### src/rtl/multicycle_control_fsm.sv
// rtl/multicycle_control_fsm.sv - multicycle RV32I main control FSM
//
// Purpose: sequences each instruction through fetch, decode, execute,
// memory and writeback, driving datapath enables, mux selects, the ALU
// class code and the is_immediate flag for the ALU-control decoder.
//
// Optional feature macro: ILLEGAL_TRAP_EN
//   defined   - unknown opcode in DECODE enters HALT (illegal_o=1) until reset
//   undefined - unknown opcode returns to FETCH, illegal_o tied 0
//
// Parameter: USE_MEM_READY (1 = memory states wait on mem_ready_i,
//            0 = memory always treated as ready)
//
// Ports:
//   clk_i, rst_i             clock, synchronous active-high reset
//   opcode_i[6:0]            IR[6:0]
//   zero_i                   ALU zero flag (branch taken)
//   mem_ready_i              memory access completes this cycle
//   pc_write_o, ir_write_o   PC / IR load enables
//   pc_source_o              0 = ALU result, 1 = ALUOut
//   lord_o                   memory address: 0 = PC, 1 = ALUOut
//   memory_read_o/_write_o   memory requests
//   reg_write_o              register-file write enable
//   memory_to_reg_o[1:0]     00 = ALUOut, 01 = MDR, 10 = PC
//   alu_src_a_o[1:0]         00 = PC, 01 = oldPC, 10 = regA, 11 = zero
//   alu_src_b_o[1:0]         00 = regB, 01 = 4, 10 = imm
//   alu_co_o[1:0]            00 = add, 01 = branch, 10 = ALU
//   is_immediate_o           I-type ALU operation
//   illegal_o                halted on an unknown opcode

module multicycle_control_fsm #(
   parameter bit USE_MEM_READY = 1'b1
) (
   input  logic       clk_i,
   input  logic       rst_i,
   input  logic [6:0] opcode_i,
   input  logic       zero_i,
   input  logic       mem_ready_i,
   output logic       pc_write_o,
   output logic       ir_write_o,
   output logic       pc_source_o,
   output logic       lord_o,
   output logic       memory_read_o,
   output logic       memory_write_o,
   output logic       reg_write_o,
   output logic [1:0] memory_to_reg_o,
   output logic [1:0] alu_src_a_o,
   output logic [1:0] alu_src_b_o,
   output logic [1:0] alu_co_o,
   output logic       is_immediate_o,
   output logic       illegal_o
);

   localparam logic [6:0] OP_LOAD   = 7'b0000011;
   localparam logic [6:0] OP_STORE  = 7'b0100011;
   localparam logic [6:0] OP_R      = 7'b0110011;
   localparam logic [6:0] OP_I      = 7'b0010011;
   localparam logic [6:0] OP_BRANCH = 7'b1100011;
   localparam logic [6:0] OP_JAL    = 7'b1101111;
   localparam logic [6:0] OP_JALR   = 7'b1100111;
   localparam logic [6:0] OP_LUI    = 7'b0110111;
   localparam logic [6:0] OP_AUIPC  = 7'b0010111;

   typedef enum logic [3:0] {
      S_FETCH,
      S_DECODE,
      S_MEMADR,
      S_MEMREAD,
      S_MEMWB,
      S_MEMWRITE,
      S_EXEC_R,
      S_EXEC_I,
      S_ALUWB,
      S_BRANCH,
      S_JAL,
      S_JALR,
      S_LUI,
      S_AUIPC
`ifdef ILLEGAL_TRAP_EN
      , S_HALT
`endif
   } state_t;

   state_t state, state_next;
   logic   ready;

   // With the handshake disabled every memory access completes at once.
   assign ready = USE_MEM_READY ? mem_ready_i : 1'b1;

   always_ff @(posedge clk_i) begin
      if (rst_i) begin
         state <= S_FETCH;
      end else begin
         state <= state_next;
      end
   end

   always_comb begin
      state_next      = state;
      pc_write_o      = 1'b0;
      ir_write_o      = 1'b0;
      pc_source_o     = 1'b0;
      lord_o          = 1'b0;
      memory_read_o   = 1'b0;
      memory_write_o  = 1'b0;
      reg_write_o     = 1'b0;
      memory_to_reg_o = 2'b00;
      alu_src_a_o     = 2'b00;
      alu_src_b_o     = 2'b00;
      alu_co_o        = 2'b00;
      is_immediate_o  = 1'b0;
      illegal_o       = 1'b0;

      case (state)
         S_FETCH: begin
            memory_read_o = 1'b1;
            alu_src_b_o   = 2'b01;
            ir_write_o    = ready;
            pc_write_o    = ready;
            if (ready) state_next = S_DECODE;
         end
         S_DECODE: begin
            // Speculative branch/JAL target computed into ALUOut.
            alu_src_a_o = 2'b01;
            alu_src_b_o = 2'b10;
            case (opcode_i)
               OP_LOAD, OP_STORE: state_next = S_MEMADR;
               OP_R:              state_next = S_EXEC_R;
               OP_I:              state_next = S_EXEC_I;
               OP_BRANCH:         state_next = S_BRANCH;
               OP_JAL:            state_next = S_JAL;
               OP_JALR:           state_next = S_JALR;
               OP_LUI:            state_next = S_LUI;
               OP_AUIPC:          state_next = S_AUIPC;
`ifdef ILLEGAL_TRAP_EN
               default:           state_next = S_HALT;
`else
               default:           state_next = S_FETCH;
`endif
            endcase
         end
         S_MEMADR: begin
            alu_src_a_o    = 2'b10;
            alu_src_b_o    = 2'b10;
            is_immediate_o = 1'b1;
            state_next     = (opcode_i == OP_STORE) ? S_MEMWRITE : S_MEMREAD;
         end
         S_MEMREAD: begin
            memory_read_o = 1'b1;
            lord_o        = 1'b1;
            if (ready) state_next = S_MEMWB;
         end
         S_MEMWB: begin
            reg_write_o     = 1'b1;
            memory_to_reg_o = 2'b01;
            state_next      = S_FETCH;
         end
         S_MEMWRITE: begin
            memory_write_o = 1'b1;
            lord_o         = 1'b1;
            if (ready) state_next = S_FETCH;
         end
         S_EXEC_R: begin
            alu_src_a_o = 2'b10;
            alu_co_o    = 2'b10;
            state_next  = S_ALUWB;
         end
         S_EXEC_I: begin
            alu_src_a_o    = 2'b10;
            alu_src_b_o    = 2'b10;
            alu_co_o       = 2'b10;
            is_immediate_o = 1'b1;
            state_next     = S_ALUWB;
         end
         S_ALUWB: begin
            reg_write_o = 1'b1;
            state_next  = S_FETCH;
         end
         S_BRANCH: begin
            alu_src_a_o = 2'b10;
            alu_co_o    = 2'b01;
            pc_source_o = 1'b1;
            pc_write_o  = zero_i;
            state_next  = S_FETCH;
         end
         S_JAL: begin
            reg_write_o     = 1'b1;
            memory_to_reg_o = 2'b10;
            pc_write_o      = 1'b1;
            pc_source_o     = 1'b1;
            state_next      = S_FETCH;
         end
         S_JALR: begin
            alu_src_a_o     = 2'b10;
            alu_src_b_o     = 2'b10;
            is_immediate_o  = 1'b1;
            pc_write_o      = 1'b1;
            reg_write_o     = 1'b1;
            memory_to_reg_o = 2'b10;
            state_next      = S_FETCH;
         end
         S_LUI: begin
            alu_src_a_o = 2'b11;
            alu_src_b_o = 2'b10;
            state_next  = S_ALUWB;
         end
         S_AUIPC: begin
            alu_src_a_o = 2'b01;
            alu_src_b_o = 2'b10;
            state_next  = S_ALUWB;
         end
`ifdef ILLEGAL_TRAP_EN
         S_HALT: begin
            illegal_o  = 1'b1;
            state_next = S_HALT;
         end
`endif
         default: state_next = S_FETCH;
      endcase

      // Reset silences every output so an aborted instruction writes nothing.
      if (rst_i) begin
         pc_write_o      = 1'b0;
         ir_write_o      = 1'b0;
         pc_source_o     = 1'b0;
         lord_o          = 1'b0;
         memory_read_o   = 1'b0;
         memory_write_o  = 1'b0;
         reg_write_o     = 1'b0;
         memory_to_reg_o = 2'b00;
         alu_src_a_o     = 2'b00;
         alu_src_b_o     = 2'b00;
         alu_co_o        = 2'b00;
         is_immediate_o  = 1'b0;
         illegal_o       = 1'b0;
      end
   end

endmodule

### config.mk
export PLATFORM = sky130hd
export DESIGN_NAME = multicycle_control_fsm
export DESIGN_NICKNAME = d
export VERILOG_FILES = /design/src/rtl/multicycle_control_fsm.sv
export SDC_FILE = /design/constraint.sdc
export NUM_CORES = 1
export LEC_CHECK = 0
export CORE_MARGIN = 1.5
export CORE_UTILIZATION = 33
export CTS_BUF_LIST = sky130_fd_sc_hd__clkbuf_2
export DETAILED_ROUTE_END_ITERATION = 10
export GPL_TIMING_DRIVEN = 1
export MAX_ROUTING_LAYER = met4
export SETUP_SLACK_MARGIN = 0.2
export SYNTH_ARGS = -nofsm -noshare
export SYNTH_HDL_FRONTEND = slang
export SYNTH_SLANG_ARGS = --single-unit
### constraint.sdc
create_clock -name clk_i -period 2.3 [get_ports clk_i]
set_clock_uncertainty 0.05 [all_clocks]
set_input_delay 0.46 -clock clk_i [delete_from_list [all_inputs] [get_ports clk_i]]
set_output_delay 0.46 -clock clk_i [all_outputs]
set_load 0.1 [all_outputs]
==> flow_summary_export.csv <==
group,metric,value,unit
logic_synthesis,avgSynthCellArea,7.33,sq um
drt,drt_iter0_markers,23,
worst_setup_path,crit_slowest_cell,"clkdlybuf4s50_1",
worst_setup_path,crit_required,1.79,ns
power,cellPowerDensity,238,nW/um^2
logic_synthesis,synthFlopType,"dfxtp_1",
placement,gp_congestion,0.809,
clock_tree,path_clk_slew,0.04,ns
drt,drt_wl_total,2.09,mm
floorplanning,die_w,48.5,microns
layout,layout_commonest_cell,"buf_12",
sta,hold_violations,0,
worst_setup_path,crit_buf_inv,2,
layout,largest_reg_flops,4,
clock_tree,clock-sinks,4,
layout,top_register,"state",
drt,wl_per_cell,13.6,microns
layout,layout_common_cells,"buf_12 (16), buf_4 (13), clkdlybuf4s50_1 (9)",
layout,nets,140,
global_route,grt_first_pass_wirelength,3.68,mm
sta,finalSetupTns,0,ns
logic_synthesis,yosysWarningCount,0,
placement,place_ws,0.00726,ns
clock_tree,clockBufferDepth,2,
job,cap_viol_max_count,0,
worst_setup_path,crit_fanout,2,
worst_setup_path,crit_chain,"clkdlybuf4s50_1 -> and3_2 -> a211o_4 -> buf_12",
worst_setup_path,startpoint_type,"input pin",
sta,fmax,0.489,GHz
floorplanning,num_rows,16,
global_route,grt-ovfl-total,0,
drt,dr.pass1.iters,4,
layout,drive_gt1_frac,0.496,
logic_synthesis,synth_seq_cells,4,
clock_tree,clock_latency,0.21,ns
clock_tree,cts_tree,"yes",
logic_synthesis,ys_seq_area_frac,0.117,
logic_synthesis,synth_area_leaders,"dfxtp_1 (12%), nand2b_1 (7.3%), nor2_1 (7.2%), buf_6 (6.6%), nor4_1 (4.6%)",
power,leakage,0.000533,uW
power,peakVddDrop,0.000209,V
logic_synthesis,syn_inst,93,
placement,io_buffer_count,26,
global_route,groute.usage.overall,0.202,
power,totalPowerFinal,316,uW
placement,hpwl,1.62,mm
floorplanning,die_h,48.5,microns
clock_tree,cts-root-buf,"clkbuf_2",
worst_setup_path,critPathArrivalTime,1.54,ns
drt,drc,0,
sta,setup_viol,0,
layout,top_regs,"state x4",
sta,slew_viol_final,0,
worst_setup_path,max_stage_delay,0.43,ns
worst_hold_path,holdCritPathClass,"register to register",
worst_setup_path,crit_family,"buffers and inverters",
floorplanning,io_pins,28,
global_route,grt_pass1_vias,783,
floorplanning,initial_utilization,0.348,
floorplanning,die-area,2350,sq um
layout,area_growth,94.7,%
drt,routed_via_density,5.51,
drt,final_antenna_net_count,0,
drt,vias,849,
sta,setup_slack,0.254,ns
layout,final_area,1330,sq um
logic_synthesis,yosys.area.top_type,"dfxtp_1",
logic_synthesis,netlist_area,682,sq um
logic_synthesis,synth_fp_nets,104,
sta,finalCritPeriodShare,0.890,
placement,dpl_cell_area,1270,sq um
global_route,grt_max_degree,12,
global_route,grt_antenna_before_repair,0,
logic_synthesis,async_flop_share,0,
logic_synthesis,synth_top_area_frac,0.117,
floorplanning,core,1960,sq um
layout,antenna_cells,0,
logic_synthesis,synth_edf_count,0,
worst_setup_path,crit_path_end_kind,"primary output",
outcome,outcome,"complete, no violations",
logic_synthesis,synth.distinct_cells,40,
worst_setup_path,critical_path_class,"input pin to primary output",
clock_tree,numCtsBuffers,3,
clock_tree,htree_num_levels,1,
sta,rsz0062_at_grt,"yes",
clock_tree,hold_buffers,0,
sta,fin_crit,2.05,ns
[where the power goes]
part	total [uW]	switching, uW	internal, uW	leakage [uW]
registers	74.5	4.92	69.6	0.0000344
logic	178	105	73.6	0.000486
clock network	63.0	28.0	35.0	0.0000125
total	316	138	178	0.000533
[layout make-up]
class | instances | area, sq um
tap | 27 | 33.8
clock buffer | 3 | 15.0
timing repair buffer | 41 | 539
sequential | 4 | 88.8
fill | 177 | 634
multi-input combinational | 79 | 651
[stage by stage]
stage,utilization,hold WS [ns],cells
2_1_floorplan,-,0.599,93
3_3_place_gp,0.647,0.657,151
3_5_place_dp,0.647,0.689,151
4_1_cts,0.665,0.696,154
5_1_grt,0.677,0.772,154
6_report,0.677,0.724,154
[per-layer routing]
| metal | global-route usage | share of wire |
|---|---|---|
| met5 | - | 0 |
| met4 | 0.0571 | 0.017 |
| met3 | 0.0309 | 0.060 |
| met2 | 0.361 | 0.52 |
| met1 | 0.236 | 0.40 |
[cells by family after synthesis]
group                     count (synthesis)  share of synthesized area
muxes                                     2                     0.0312
AOI/OAI and AO/OA                        21                      0.235
buffers and inverters                    10                      0.117
xor gates and xnor gates                  3                     0.0496
DFF                                       4                      0.117
and+or+nand+nor                          52                      0.444
other                                     1                    0.00550
[cell usage after synthesis, types with 2 or more instances]
cell type,n
nor2b_1,3
buf_2,4
buf_4,2
nand2b_1,8
buf_6,4
dfxtp_1,4
a221oi_1,2
a2111oi_2,2
and3_1,2
nor2_1,13
o21ai_0,2
a21oi_1,6
nor3b_1,2
nor4_1,5
nor3_1,6
nand2_1,3
and3_2,2
[worst min-delay path: cells and delay by family (launching register included)]
kind	cells	cell delay, ns
flops	1	0.37
compound gates	2	0.18
buf+inv	1	0.18
[path summary, 6_finish.rpt]
check	from	endpoint	slack, ns	cells after the start
hold reg to reg	state[3]	state[0]	0.72	3
setup reg to reg	state[2]	state[2]	0.83	5
hold / removal	state[3]	state[0]	0.72	3
setup / recovery	mem_ready_i	pc_write_o	0.25	4
[timing repair]
action / in CTS / in global routing
pin swaps: 2 / 0
setup buffers: 0 / 0
endpoints found under the setup margin: 14 / 7
resized for setup: 8 / 7
(Power assumes the default switching activity.)
